File: src/rtl/pixel_spike_encoder.sv
// rtl/pixel_spike_encoder.sv - rate encoder turning a pixel group into TIMESTEPS spike vectors
module pixel_spike_encoder #(
    parameter int         NUM_NEURONS = 16,
    parameter int         TIMESTEPS   = 8,
    parameter logic [7:0] LFSR_SEED   = 8'hA5
) (
    input  logic                   clk,
    input  logic                   rst,
    input  logic [7:0]             pixel_data,
    input  logic                   pixel_valid,
    output logic                   pixel_ready,
    input  logic                   stoch_en,
    output logic [NUM_NEURONS-1:0] spike_out,
    output logic                   spike_valid,
    input  logic                   spike_ready,
    output logic                   frame_done,
    output logic                   busy
);

    localparam int LW = (NUM_NEURONS > 1) ? $clog2(NUM_NEURONS) : 1;
    localparam int SW = (TIMESTEPS > 1) ? $clog2(TIMESTEPS) : 1;
    localparam logic [LW-1:0] LOAD_LAST = LW'(NUM_NEURONS - 1);
    localparam logic [SW-1:0] STEP_LAST = SW'(TIMESTEPS - 1);

    typedef enum logic {LOAD, EMIT} state_t;

    state_t        state;
    logic [LW-1:0] load_cnt;
    logic [SW-1:0] step_cnt;
    logic [7:0]    lfsr;
    logic [7:0]    lfsr_next;
    logic          mode;
    logic          frame_done_r;
    logic [7:0]    pix      [NUM_NEURONS];
    logic [7:0]    acc      [NUM_NEURONS];
    logic [8:0]    sum      [NUM_NEURONS];
    logic [NUM_NEURONS-1:0] spike_vec;

    // x^8+x^6+x^5+x^4+1, shifted left with the feedback entering bit 0
    assign lfsr_next = {lfsr[6:0], lfsr[7] ^ lfsr[5] ^ lfsr[4] ^ lfsr[3]};

    // Each lane XORs the shared LFSR with its own constant so lanes decorrelate
    always_comb begin
        spike_vec = '0;
        for (int i = 0; i < NUM_NEURONS; i++) begin
            sum[i] = {1'b0, acc[i]} + {1'b0, pix[i]};
            if (mode)
                spike_vec[i] = pix[i] > (lfsr ^ 8'(i * 32'h1D));
            else
                spike_vec[i] = sum[i][8];
        end
    end

    assign pixel_ready = (state == LOAD);
    assign spike_valid = (state == EMIT);
    assign busy        = (state == EMIT);
    assign frame_done  = frame_done_r;
    assign spike_out   = (state == EMIT) ? spike_vec : '0;

    always_ff @(posedge clk) begin
        if (rst) begin
            state        <= LOAD;
            load_cnt     <= '0;
            step_cnt     <= '0;
            lfsr         <= LFSR_SEED;
            mode         <= 1'b0;
            frame_done_r <= 1'b0;
            for (int i = 0; i < NUM_NEURONS; i++) begin
                pix[i] <= 8'h00;
                acc[i] <= 8'h80;
            end
        end else begin
            frame_done_r <= 1'b0;
            case (state)
                LOAD: begin
                    if (pixel_valid) begin
                        pix[load_cnt] <= pixel_data;
                        if (load_cnt == LOAD_LAST) begin
                            load_cnt <= '0;
                            mode     <= stoch_en;
                            step_cnt <= '0;
                            state    <= EMIT;
                            for (int i = 0; i < NUM_NEURONS; i++) acc[i] <= 8'h80;
                        end else begin
                            load_cnt <= load_cnt + 1'b1;
                        end
                    end
                end
                EMIT: begin
                    if (spike_ready) begin
                        lfsr <= lfsr_next;
                        if (!mode) begin
                            for (int i = 0; i < NUM_NEURONS; i++) acc[i] <= sum[i][7:0];
                        end
                        if (step_cnt == STEP_LAST) begin
                            step_cnt     <= '0;
                            state        <= LOAD;
                            frame_done_r <= 1'b1;
                        end else begin
                            step_cnt <= step_cnt + 1'b1;
                        end
                    end
                end
                default: state <= LOAD;
            endcase
        end
    end

endmodule

File: config.mk
export PLATFORM = sky130hd
export DESIGN_NAME = pixel_spike_encoder
export DESIGN_NICKNAME = d
export VERILOG_FILES = /design/src/rtl/pixel_spike_encoder.sv
export SDC_FILE = /design/constraint.sdc
export NUM_CORES = 1
export LEC_CHECK = 0
export ABC_AREA = 1
export CORE_ASPECT_RATIO = 2
export CORE_UTILIZATION = 40
export CTS_CLUSTER_SIZE = 20
export DETAILED_ROUTE_END_ITERATION = 7
export PLACE_DENSITY = 0.64
export SYNTH_ARGS = -nofsm -noshare
export SYNTH_HDL_FRONTEND = slang
export SYNTH_SLANG_ARGS = --single-unit
File: constraint.sdc
create_clock -name clk -period 2.9 [get_ports clk]
set_input_delay 0.435 -clock clk [delete_from_list [all_inputs] [get_ports clk]]
set_output_delay 0.435 -clock clk [all_outputs]
set_load 0.02 [all_outputs]
==> reports/qor.yml <==
outcome: "complete, no violations"
instances_no_fill: 2738
cts_sinks: 274
antenna_found_initial: 0
cp_max_fo: 3
synth_top_area_share_pct: 40.9
yosys_most_used_dff: "edfxtp_1"
grt_pass1_wl_um: 76100
rsz0062_at_grt: "yes"
area_delta_synth_final_pct: 12.7
drv_slew: 0
fp-row-count: 110
reg2reg_depth: 5
fill_cells: 4224
critPathLaunch: "pix[0][0]"
postRouteAntennaNets: 0
path_cells: "ha_2, inv_1, fa_1, inv_1, nand2_1, nand2_1, and2_4, nand2_1, nand2_1, nand2_1, a21oi_1, buf_4"
clock_power_share_pct: 40.8
routed_via_density: 5.34
holdWs_ns: 0.471
die_y_um: 304
core_um2: 45000
internal-power_mw: 6.84
h-tree-depth: 1
postCtsHoldBufs: 0
vias: 14600
track_usage_pct: 21.1
whs_path_depth: 2
crit_path_top_delay_cell: "fa_1"
io_buffers: 32
syn_avg_cell_area_um2: 8.79
vdd_drop_max_mv: 0.394
r2r_setup_slack_ns: 0.70
synth-seq-area-share_pct: 43.7
multiInputGateArea_um2: 9190
max_freq_ghz: 0.357
post-route-min-period_ns: 2.80
start_util_pct: 40.5
synth_nets: 2364
grt_pass1_vias: 14800
layout-drive-gt1-share_pct: 7.62
syn_inst: 2073
swShare_pct: 24.9
ys_ff_latch: 274
seqCellArea_um2: 7970
cts_made_buffers: 27
critPathCaptureType: "output pin"
diodes: 0
slew_headroom_pct: 64.6
synth_edf_count: 248
hold_path_end: "acc[0][4]"
synthTopCellsByArea: "edfxtp_1, ha_1, nand2_1"
cpMostUsedCell: "nand2_1"
sequentialPowerShare_pct: 49.7
crit_family: "adder cells"
hpwl_um: 35900
finalClockSkew_ns: 0.0135
critPathKind: "reg -> out"
root_buffer: "clkbuf_16"
arrival_ns: 2.37
cp_num_buf_inv: 3
synth_area_um2: 18200
fin_crit_sh_pct: 96.7
hold_viol_final: 0
r2r_start: "busy"
grt.overflow.total: 0
die-area_um2: 46500
start_kind: "register"
setup_violations: 0
synth_most_common_cell: "nand2_1"
combPwrFrac_pct: 9.6
io_pins: 33
nets: 2449
grt_max_degree: 57
yosys_warnings: 0
clock_path_buffers: 3
hp-class: "reg -> reg"
synth_commonest_cells: "nand2_1, nor2_1, ha_1"
clk-insertion-delay-late_ns: 0.56
p_leak_nw: 9.82
synth_area_leader_cell: "edfxtp_1"
rr_endpoint: "pix[11][4]"
cts_tree: "yes"
drt_wl_total_um: 48700
p_switching_mw: 2.26
drt_iter0_markers: 674
hp-start: "acc[0][4]"
tightestPinTransition_ns: 0.531
clk_pin_slew_ns: 0.07
synthArstFlopShare_pct: 0
die_x_um: 153
wire_per_inst_um: 17.8
dr.pass1.iters: 5
critical_path_required_ns: 2.47
drc_errors: 0
synth_cell_types: 30
slowest_delay_ns: 0.38
dp_cells: 2683
drv_cap: 0
gp_congestion: 0.904
power_density_nw_per_um2: 443
[registers in the layout, summed over array words and instances (netlist names)]
name        cells
mode            1
acc           128
load_cnt        4
step_cnt        3
lfsr            8
frame_done      1
busy            1
pix           128
[layout by cell type, fill, tap and decap left out, types with 4 or more instances in the layout]
cell type	instances
edfxtp_1	248
nand2_1	452
fa_1	12
nand3_1	111
buf_4	52
buf_12	8
inv_1	250
dfxtp_1	24
nor3_1	5
clkbuf_8	5
buf_2	8
fa_2	4
o21bai_1	19
nor2_4	4
ha_1	260
o21ai_0	54
nor2_1	273
inv_2	9
a21oi_2	7
nand4_1	30
a21oi_1	182
nand2_2	16
a21o_1	22
nand3_2	4
clkdlybuf4s50_1	16
o21a_1	20
clkbuf_16	27
a21boi_0	13
clkbuf_1	8
[final cells by class]
type / instances / share of cell area, %
Timing Repair Buffer: 89 / 3.84
Tap cell: 560 / 3.41
Multi-Input combinational cell: 1505 / 44.8
Sequential cell: 274 / 38.8
Clock inverter: 9 / 0.609
Inverter: 261 / 4.81
Clock buffer: 40 / 3.77
[through the flow]
stage / setup TNS [ns] / utilization (%) / power [mW] / setup slack, ns / cell area (um2)
2_1_floorplan: 0 / - / 5.19 / 0.0740 / 18200
3_3_place_gp: 0 / 43.5 / 5.44 / 0.209 / 19600
3_5_place_dp: 0 / 43.5 / 5.46 / 0.208 / 19600
4_1_cts: 0 / 45.7 / 9.13 / 0.00116 / 20500
5_1_grt: -0.0261 / 45.6 / 9.40 / -0.0216 / 20500
6_report: 0 / 45.6 / 9.10 / 0.0960 / 20500
[cells by family (layout without fill, tap and decap cells)]
family                     Yosys count  in the layout  share of synthesized area (%)
adders and majority gates          278            278                           19.8
AOI/OAI and AO/OA                  324            324                           9.98
buffers and inverters              294            399                           6.24
xor gates and xnor gates             3              3                          0.144
DFF                                274            274                           43.7
and+or+nand+nor                    900            900                           20.2
[power by group through the flow]
stage | Combinational (mW) | Sequential, mW | Clock (mW)
final | 0.872 | 4.52 | 3.71
after global routing | 0.996 | 4.53 | 3.87
after CTS | 0.868 | 4.52 | 3.74
after detailed placement | 0.858 | 4.61 | 0
after global placement | 0.834 | 4.60 | 0
after floorplan | 0.625 | 4.56 | 0
[routing by layer]
metal / routed length, um / part of all wire (%) / vias to the layer above / global-route usage (%)
li1: - / - / 7190 / -
met1: 17500 / 36 / 6983 / 21.1
met2: 26900 / 55 / 319 / 42.3
met3: 1560 / 3.2 / 138 / 1.65
met4: 2680 / 5.5 / 0 / 11.4
met5: 0 / 0 / - / 0
[worst max path at each step]
stage	to	slack, ns	cells after the start
3_3_place_gp	spike_out[9]	0.21	9
2_1_floorplan	acc[0][10]	0.07	6
4_1_cts	spike_out[9]	0.001	13
3_5_place_dp	spike_out[3]	0.21	10
5_1_grt	spike_out[1]	-0.02	13
6_report	spike_out[0]	0.1	12
[worst min-delay path: stages (launching register included)]
cell and delay [ns]:
dfxtp_1 0.31, nand2_1 0.06, a21oi_1 0.05
[what timing repair did]
item | 4_1_cts | 5_1_grt
buffers inserted | 5 | 1
gates resized for setup | 57 | 35
pin swaps | 2 | 3
setup endpoints to repair | 16 | 16
Note: power is estimated with default switching activity, not from simulation.
